File: config.mk
export PLATFORM = sky130hd
export DESIGN_NAME = div_seq
export DESIGN_NICKNAME = d
export VERILOG_FILES = /design/src/rtl/div_seq_pkg.sv /design/src/rtl/div_seq.sv
export SDC_FILE = /design/constraint.sdc
export NUM_CORES = 1
export LEC_CHECK = 0
export ABC_CLOCK_PERIOD_IN_PS = 2900
export BUFFER_PORTS_ARGS = -buffer_cell sky130_fd_sc_hd__buf_4
export CAP_MARGIN = 15
export CORE_MARGIN = 2
export CORE_UTILIZATION = 45
export CTS_CLUSTER_SIZE = 10
export DETAILED_ROUTE_END_ITERATION = 16
export GPL_TIMING_DRIVEN = 0
export MAX_ROUTING_LAYER = met4
export PLACE_DENSITY_LB_ADDON = 0.05
export SYNTH_ARGS = -nofsm -noshare
export SYNTH_HDL_FRONTEND = slang
export SYNTH_SLANG_ARGS = --single-unit
export TNS_END_PERCENT = 20
File: constraint.sdc
create_clock -name clk -period 2.9 [get_ports clk]
set_input_delay 0.435 -clock clk [delete_from_list [all_inputs] [get_ports clk]]
set_output_delay 0.435 -clock clk [all_outputs]
set_load 0.05 [all_outputs]
File: src/rtl/div_seq_pkg.sv
// Shared encodings and constants for the sequential radix-2 restoring divider.
package div_seq_pkg;

  localparam int DIV_ITER = 32;

  localparam logic DIV_SIGNED   = 1'b1;
  localparam logic DIV_UNSIGNED = 1'b0;

  typedef enum logic [1:0] {
    DIV_IDLE   = 2'b00,
    DIV_BYZERO = 2'b01,
    DIV_ON     = 2'b10,
    DIV_END    = 2'b11
  } div_state_e;

endpackage

File: src/rtl/div_seq.sv
// Multi-cycle restoring divider for the execute stage; result is {remainder, quotient}.
// Start must stay high until ready_o; dropping it or raising annul_i abandons the operation.
module div_seq
  import div_seq_pkg::*;
#(
  parameter int WIDTH = DIV_ITER
) (
  input  logic                 clk,
  input  logic                 rst,
  input  logic                 signed_div_i,
  input  logic [WIDTH-1:0]     opdata1_i,
  input  logic [WIDTH-1:0]     opdata2_i,
  input  logic                 start_i,
  input  logic                 annul_i,
  output logic [2*WIDTH-1:0]   result_o,
  output logic                 ready_o
);

  localparam int CW = $clog2(WIDTH + 1);

  div_state_e           state_q, state_d;
  logic [CW-1:0]        cnt_q, cnt_d;
  logic [2*WIDTH:0]     work_q, work_d;
  logic [WIDTH-1:0]     dvsr_q, dvsr_d;
  logic                 sdiv_q, sdiv_d;
  logic                 sgn1_q, sgn1_d;
  logic                 sgn2_q, sgn2_d;
  logic [2*WIDTH-1:0]   result_q, result_d;
  logic                 ready_q, ready_d;

  logic                 abort;
  logic [2*WIDTH:0]     shifted, step;
  logic [WIDTH+1:0]     diff;
  logic [WIDTH-1:0]     abs1, abs2, quot, rem;

  assign abort = annul_i | ~start_i;

  // Operand magnitudes; negating the most negative value yields itself,
  // which is the correct unsigned magnitude.
  assign abs1 = (signed_div_i == DIV_SIGNED && opdata1_i[WIDTH-1]) ? -opdata1_i : opdata1_i;
  assign abs2 = (signed_div_i == DIV_SIGNED && opdata2_i[WIDTH-1]) ? -opdata2_i : opdata2_i;

  // One trial-subtract step: a borrow out of the upper bits means restore.
  always_comb begin
    shifted = work_q << 1;
    diff    = {1'b0, shifted[2*WIDTH:WIDTH]} - {2'b00, dvsr_q};
    if (diff[WIDTH+1]) step = shifted;
    else               step = {diff[WIDTH:0], shifted[WIDTH-1:0] | {{(WIDTH-1){1'b0}}, 1'b1}};
  end

  assign quot = (sdiv_q && (sgn1_q ^ sgn2_q)) ? -work_q[WIDTH-1:0] : work_q[WIDTH-1:0];
  assign rem  = (sdiv_q && sgn1_q) ? -work_q[2*WIDTH-1:WIDTH] : work_q[2*WIDTH-1:WIDTH];

  always_ff @(posedge clk) begin
    if (rst) begin
      state_q  <= DIV_IDLE;
      cnt_q    <= '0;
      work_q   <= '0;
      dvsr_q   <= '0;
      sdiv_q   <= 1'b0;
      sgn1_q   <= 1'b0;
      sgn2_q   <= 1'b0;
      result_q <= '0;
      ready_q  <= 1'b0;
    end else begin
      state_q  <= state_d;
      cnt_q    <= cnt_d;
      work_q   <= work_d;
      dvsr_q   <= dvsr_d;
      sdiv_q   <= sdiv_d;
      sgn1_q   <= sgn1_d;
      sgn2_q   <= sgn2_d;
      result_q <= result_d;
      ready_q  <= ready_d;
    end
  end

  always_comb begin
    state_d = state_q;
    case (state_q)
      DIV_IDLE: begin
        if (annul_i)                        state_d = DIV_IDLE;
        else if (start_i && opdata2_i == '0) state_d = DIV_BYZERO;
        else if (start_i)                   state_d = DIV_ON;
      end
      DIV_BYZERO: state_d = abort ? DIV_IDLE : DIV_END;
      DIV_ON: begin
        if (abort)                        state_d = DIV_IDLE;
        else if (cnt_q == CW'(WIDTH))     state_d = DIV_END;
      end
      DIV_END:    state_d = abort ? DIV_IDLE : DIV_END;
      default:    state_d = DIV_IDLE;
    endcase
  end

  always_comb begin
    cnt_d    = cnt_q;
    work_d   = work_q;
    dvsr_d   = dvsr_q;
    sdiv_d   = sdiv_q;
    sgn1_d   = sgn1_q;
    sgn2_d   = sgn2_q;
    result_d = result_q;
    ready_d  = 1'b0;
    case (state_q)
      DIV_IDLE: begin
        result_d = '0;
        cnt_d    = '0;
        if (state_d == DIV_ON) begin
          work_d = {{(WIDTH+1){1'b0}}, abs1};
          dvsr_d = abs2;
          sdiv_d = signed_div_i;
          sgn1_d = opdata1_i[WIDTH-1];
          sgn2_d = opdata2_i[WIDTH-1];
        end
      end
      DIV_BYZERO: begin
        result_d = '0;
        ready_d  = (state_d == DIV_END);
      end
      DIV_ON: begin
        if (state_d == DIV_IDLE) begin
          result_d = '0;
        end else if (cnt_q != CW'(WIDTH)) begin
          work_d = step;
          cnt_d  = cnt_q + CW'(1);
        end else begin
          result_d = {rem, quot};
          ready_d  = 1'b1;
        end
      end
      DIV_END: begin
        if (state_d == DIV_IDLE) result_d = '0;
        else                     ready_d  = 1'b1;
      end
      default: result_d = '0;
    endcase
  end

  assign result_o = result_q;
  assign ready_o  = ready_q;

endmodule
==> impl_metrics.json, run 1 <==
{
  "start_util_pct": 46.0,
  "die_y_um": 159,
  "clockBufferDepth": 2,
  "antenna_cells": 0,
  "hold_viol_final": 0,
  "cpMostUsedCell": "inv_2",
  "htreeDepth": 4,
  "critPathKind": "reg2reg",
  "rows": 56,
  "maxSlewViolCount": 0,
  "cts_buffers": 17,
  "grt_max_degree": 18,
  "ant_nets": 0,
  "nNetsFinal": 1664,
  "num_vias": 10437,
  "run_status": "finished, final reports clean",
  "syn_avg_cell_area_um2": 7.73,
  "root_buffer": "clkbuf_16",
  "cts.sinks": 172,
  "maxCapViolCount": 0,
  "ys_ff_latch": 172,
  "utilization_pct": 55.5,
  "hpwl_mm": 25.2,
  "synth_edf_count": 0,
  "ys_warn_count": 0,
  "async_flop_share_pct": 0,
  "synth_top_area_share_pct": 31.8,
  "path_clk_slew_ns": 0.07,
  "yosys.area.top_type": "dfxtp_1",
  "post-route-drc-count": 0,
  "routed_wl_mm": 32.6,
  "rsz0062_at_grt": "yes",
  "dieWidth_um": 159,
  "hp-class": "in2reg",
  "path_delay_family": "compound AO/OA/AOI/OAI gates",
  "cp_cell_sequence": "inv_2 -> ha_4 -> inv_2 -> fa_2 -> a211oi_2 -> o21a_1 -> nand2_1 -> a311o_1 -> a21o_1 -> a311oi_2 -> xor2_1 -> a21oi_1 -> a22o_1",
  "finalClockSkew_ns": 0.0128,
  "cp.required_ns": 3.22,
  "cp.arrival_ns": 3.21,
  "design.die.area_um2": 25300,
  "fillCellCount": 2300,
  "end_kind": "flop",
  "synth_cell_types": 66,
  "p_total_mw": 6.14,
  "grt_overflow_total": 0,
  "grt_pass1_wl_mm": 51.5,
  "synthToLayoutAreaGrowth_pct": 20.8,
  "routedWlPerCell_um": 17.2,
  "layout_min_cycle_time_ns": 2.89,
  "drt_iter0_markers": 670,
  "critical_path.max_fanout": 3,
  "grtUsageTotal_pct": 25.6,
  "clock.fmax_ghz": 0.346,
  "ioPinCount": 134,
  "cts_tree": "yes",
  "syn_inst": 1400,
  "critPathLaunchType": "flop",
  "grt_antenna_before_repair": 0,
  "synthFlopType": "dfxtp_1",
  "dr.pass1.iters": 6,
  "tightestPinTransition_ns": 0.856,
  "slowest_delay_ns": 0.36,
  "slew_headroom_pct": 42.4,
  "synth.cell_area_um2": 10800,
  "tns_ns": 0,
  "post-route-period-util_pct": 99.7,
  "coreArea_um2": 23500,
  "grt_pass1_vias": 9374,
  "yosys-top-cells-area": "dfxtp_1 (32%), a21oi_1 (6.1%), xnor2_1 (5.9%)",
  "setup_viol": 0,
  "pwr_density_cell_nw_per_um2": 470,
  "worst_path_max_delay_cell": "fa_2",
  "clock_latency_ns": 0.43,
  "leakagePower_nw": 5.06,
  "worst-path-buf-inv": 2,
  "mappedNetlistNets": 1508,
  "via_per_inst": 5.53,
  "hold_buffers": 0,
  "yosysSeqAreaShare_pct": 31.8,
  "layout-drive-gt1-share_pct": 16.0,
  "ir_drop_uv": 277,
  "io_buffers": 132,
  "gp_congestion": 0.895
}
-- worst paths after layout --
kind / start / endpoint / cells past startpoint / slack (ns)
worst min register to register: dvsr_q[31] / dvsr_q[31] / 2 / 0.45
worst min-delay path: opdata1_i[31] / sgn1_q / 3 / 0.29
worst max register to register: work_q[31] / work_q[48] / 13 / 0.009
worst max-delay path: work_q[31] / work_q[48] / 13 / 0.009
-- kinds of logic (layout without fill, tap and decap cells) --
group / count (synthesis) / in the layout / synth area share [%]
compound gates: 430 / 430 / 25.9
xor+xnor: 143 / 143 / 11.6
fa+ha+maj: 39 / 39 / 4.58
buf+inv: 131 / 300 / 4.80
flops: 172 / 172 / 31.8
mux: 13 / 13 / 1.21
simple gates: 472 / 472 / 20.1
-- cell usage in the layout, fill, tap and decap left out, types with 12 or more instances in the layout --
master,netlist,routed
nor2_1,158,156
nor3_1,40,39
mux2i_1,12,12
a211oi_2,10,13
xnor2_1,73,73
inv_1,47,44
a211oi_1,21,18
a22oi_1,51,51
o21ai_0,69,69
nand3_1,21,21
nand2_1,155,155
o211ai_1,40,40
nand2b_1,13,13
buf_4,1,143
a21oi_1,131,130
dfxtp_1,172,163
clkbuf_16,0,17
clkbuf_1,72,68
ha_1,38,36
a21o_1,18,18
nor4_1,18,14
xor2_1,70,70
o31ai_1,19,18
-- metrics by stage --
step	area, µm²	cells	setup slack, ns	hold slack (ns)
after CTS	12900	1884	-0.0182	0.273
after global routing	13100	1888	-0.121	0.287
final	13100	1888	0.00895	0.292
after floorplan	10800	1400	0.0763	0.432
after global placement	12200	1851	-0.721	0.442
after detailed placement	12200	1851	-0.721	0.444
-- worst reg2reg max path: stages (launching register included) --
cell and delay [ns]:
dfxtp_2 0.34, inv_2 0.08, ha_4 0.14, inv_2 0.03, fa_2 0.36, a211oi_2 0.21
o21a_1 0.20, nand2_1 0.09, a311o_1 0.32, a21o_1 0.22, a311oi_2 0.29, xor2_1 0.22
a21oi_1 0.10, a22o_1 0.19
-- power by group --
| part | internal (mW) | switching [mW] |
|---|---|---|
| Combinational | 0.503 | 0.740 |
| Clock | 1.31 | 1.08 |
| Sequential | 2.43 | 0.0788 |
| Total | 4.24 | 1.90 |
-- flip-flops by register name (all words and copies together) (netlist names) --
| name | flops |
|---|---|
| cnt_q | 6 |
| dvsr_q | 32 |
| ready_o | 1 |
| result_o | 64 |
| sdiv_q | 1 |
| sgn1_q | 1 |
| sgn2_q | 1 |
| state_q | 2 |
| work_q | 64 |
-- area by class of cell --
cell class,instances,area (µm²),share of cell area [%]
multi-input combinational,1097,7050,53.9
clock inverter,14,174,1.33
buffer,82,349,2.67
tap,319,399,3.05
inverter,47,176,1.35
clock buffer,18,429,3.28
timing repair buffer,139,1040,7.98
sequential,172,3460,26.4
-- cell usage after synthesis (all sizes together) (2+ instances only) --
cell type	count
a211oi	31
a21boi	5
a21o	18
a21oi	131
a221oi	2
a22oi	51
a311oi	4
a31oi	9
a32o	2
a32oi	3
a41oi	2
and2	6
and3	7
buf	12
clkbuf	72
dfxtp	172
ha	38
inv	47
mux2i	12
nand2	155
nand2b	13
nand3	22
nand4	7
nor2	160
nor2b	11
nor3	43
nor3b	2
nor4	21
o211a	2
o211ai	40
o21a	6
o21ai	81
o21bai	5
o31a	2
o31ai	19
o41ai	11
or2	3
or3	11
or4	7
xnor2	73
xor2	70
-- timing repair --
action / 4_1_cts / 5_1_grt
buffers inserted: 1 / 6
pin swaps: 4 / 10
gates resized for setup: 27 / 33
endpoints found under the setup margin: 37 / 100
-- routing by layer --
metal	vias up	GRT usage, %	share of wire (%)
li1	5317	-	-
met1	4832	38.7	53
met2	268	36.2	41
met3	20	3.75	5.2
met4	0	4.63	0.61
met5	-	-	0
Power figures use the tool's default switching activity.
==> run 2, diff against run 1 <==
ABC_CLOCK_PERIOD_IN_PS = 3500   (was 2900)
CORE_ASPECT_RATIO = 0.75   (was default)
clock period = 3.5 ns   (was 2.9 ns; I/O delays follow)
==> impl_metrics.json, run 2 (synthesized netlist as in run 1, its figures left out) <==
{
  "root_buffer": "clkbuf_16",
  "finalClockSkew_ns": 0.0178,
  "critPathKind": "reg2reg",
  "cts_buffers": 17,
  "tightestPinTransition_ns": 0.883,
  "slew_headroom_pct": 40.9,
  "clock.fmax_ghz": 0.305,
  "post-route-drc-count": 0,
  "leakagePower_nw": 4.99,
  "endpoint": "work_q[32]",
  "grt_overflow_total": 0,
  "final_common_cell": "dfxtp_1",
  "rsz0062_at_grt": "yes",
  "num_vias": 10532,
  "grt_antenna_before_repair": 0,
  "startpoint": "work_q[39]",
  "via_per_inst": 5.63,
  "ioPinCount": 134,
  "layoutNonFillerInstCount": 1870,
  "routedWlPerCell_um": 17.9,
  "p_comb_share_pct": 19.8,
  "design.die.area_um2": 25300,
  "synthToLayoutAreaGrowth_pct": 18.4,
  "cts-resized-gates": 2,
  "ir_drop_uv": 382,
  "io_buffers": 132,
  "critical_path.max_fanout": 10,
  "r2r_setup_slack_ns": 0.22,
  "dpl_worst_slack_ns": -0.111,
  "rows": 49,
  "routed_wl_mm": 33.5,
  "grtUsageTotal_pct": 27.5,
  "grt_pass1_vias": 9393,
  "ant_nets": 0,
  "gp_congestion": 0.920,
  "dr.pass1.iters": 8,
  "cts_tree": "yes",
  "coreArea_um2": 23800,
  "r2r_cells": 11,
  "layout-drive-gt1-share_pct": 13.4,
  "nNetsFinal": 1659,
  "post_cts_buffers": 0,
  "clockBufferDepth": 2,
  "grt_pass1_wl_mm": 53.3,
  "run_status": "finished, final reports clean",
  "power_switching_mw": 1.65,
  "post-route-period-util_pct": 93.6,
  "r2r_end": "work_q[32]",
  "critPathLaunchType": "flop",
  "fin_ws_ns": 0.224,
  "cts.sinks": 172,
  "rr_startpoint": "work_q[39]",
  "end_kind": "flop",
  "swShare_pct": 33.0,
  "cp.arrival_ns": 3.62,
  "layout_min_cycle_time_ns": 3.28,
  "die_y_um": 138,
  "antenna_cells": 0,
  "hpwl_mm": 26.5,
  "final_cell_mix": "dfxtp_1 (171), nor2_1 (157), nand2_1 (155)",
  "clock_latency_ns": 0.46,
  "hp-class": "in2reg",
  "hold_viol_final": 0,
  "cp.required_ns": 3.84,
  "dieWidth_um": 183,
  "maxSlewViolCount": 0,
  "start_util_pct": 45.5,
  "seqPwrFrac_pct": 41.5,
  "htreeDepth": 4,
  "p_int_mw": 3.35,
  "setup_viol": 0,
  "dpl.cell_count": 1838,
  "path_clk_slew_ns": 0.08,
  "drt_iter0_markers": 1148,
  "maxCapViolCount": 0,
  "pwr_density_cell_nw_per_um2": 391,
  "grt_max_degree": 20,
  "pwr-share-clk_pct": 38.7,
  "hold_buffers": 0
}
[run 2: worst min-delay path by stage]
stage,start,slack [ns],end,depth (start not counted)
2_1_floorplan,dvsr_q[14],0.43,dvsr_q[14],2
3_3_place_gp,dvsr_q[31],0.44,dvsr_q[31],2
3_5_place_dp,dvsr_q[31],0.45,dvsr_q[31],2
4_1_cts,opdata2_i[0],0.35,dvsr_q[0],3
5_1_grt,opdata2_i[0],0.37,dvsr_q[0],3
6_report,opdata2_i[0],0.36,dvsr_q[0],3
[run 2: area by class of cell]
cell class	instances	area [µm²]
clock buffers	17	425
well taps	306	383
plain buffers	84	345
clock inverters	15	166
multi-input cells	1097	6880
flip-flops and latches	172	3440
fillers	2378	11000
repair buffers	132	991
inverters	47	176
[run 2: power by group through the flow]
stage	Combinational, mW	Clock (mW)	Sequential, mW
3_5_place_dp	0.964	0	2.12
6_report	0.992	1.94	2.08
5_1_grt	1.10	2.03	2.08
4_1_cts	0.972	1.95	2.07
2_1_floorplan	0.662	0	2.10
3_3_place_gp	0.958	0	2.12
[run 2: stage by stage]
step                utilization [%]  cell area [µm²]  setup TNS [ns]  hold slack, ns  power [mW]
floorplan                         -            10800               0           0.432        2.76
global placement               51.3            12200          -0.411           0.443        3.07
detailed placement             51.3            12200          -0.772           0.448        3.08
CTS                            53.8            12800               0           0.346        4.99
global route                   53.9            12800          -0.277           0.371        5.21
finish                         53.9            12800               0           0.357        5.00
[run 2: layer usage]
metal / vias up / track usage [%] / wire, µm
li1: 5305 / - / -
met1: 4807 / 45.8 / 18600
met2: 400 / 32.6 / 11800
met3: 20 / 5.37 / 2940
met4: 0 / 4.72 / 246
met5: - / - / 0
[run 2: critical path, stage by stage, from the launching register on]
cell and delay (ns):
dfxtp_1 0.53, ha_1 0.29, clkbuf_1 0.18, a211oi_1 0.27, nor2_1 0.10, o221a_2 0.25
a21o_1 0.18, o21ai_2 0.32, o21a_1 0.23, clkbuf_1 0.44, nand2_1 0.10, a32o_1 0.26
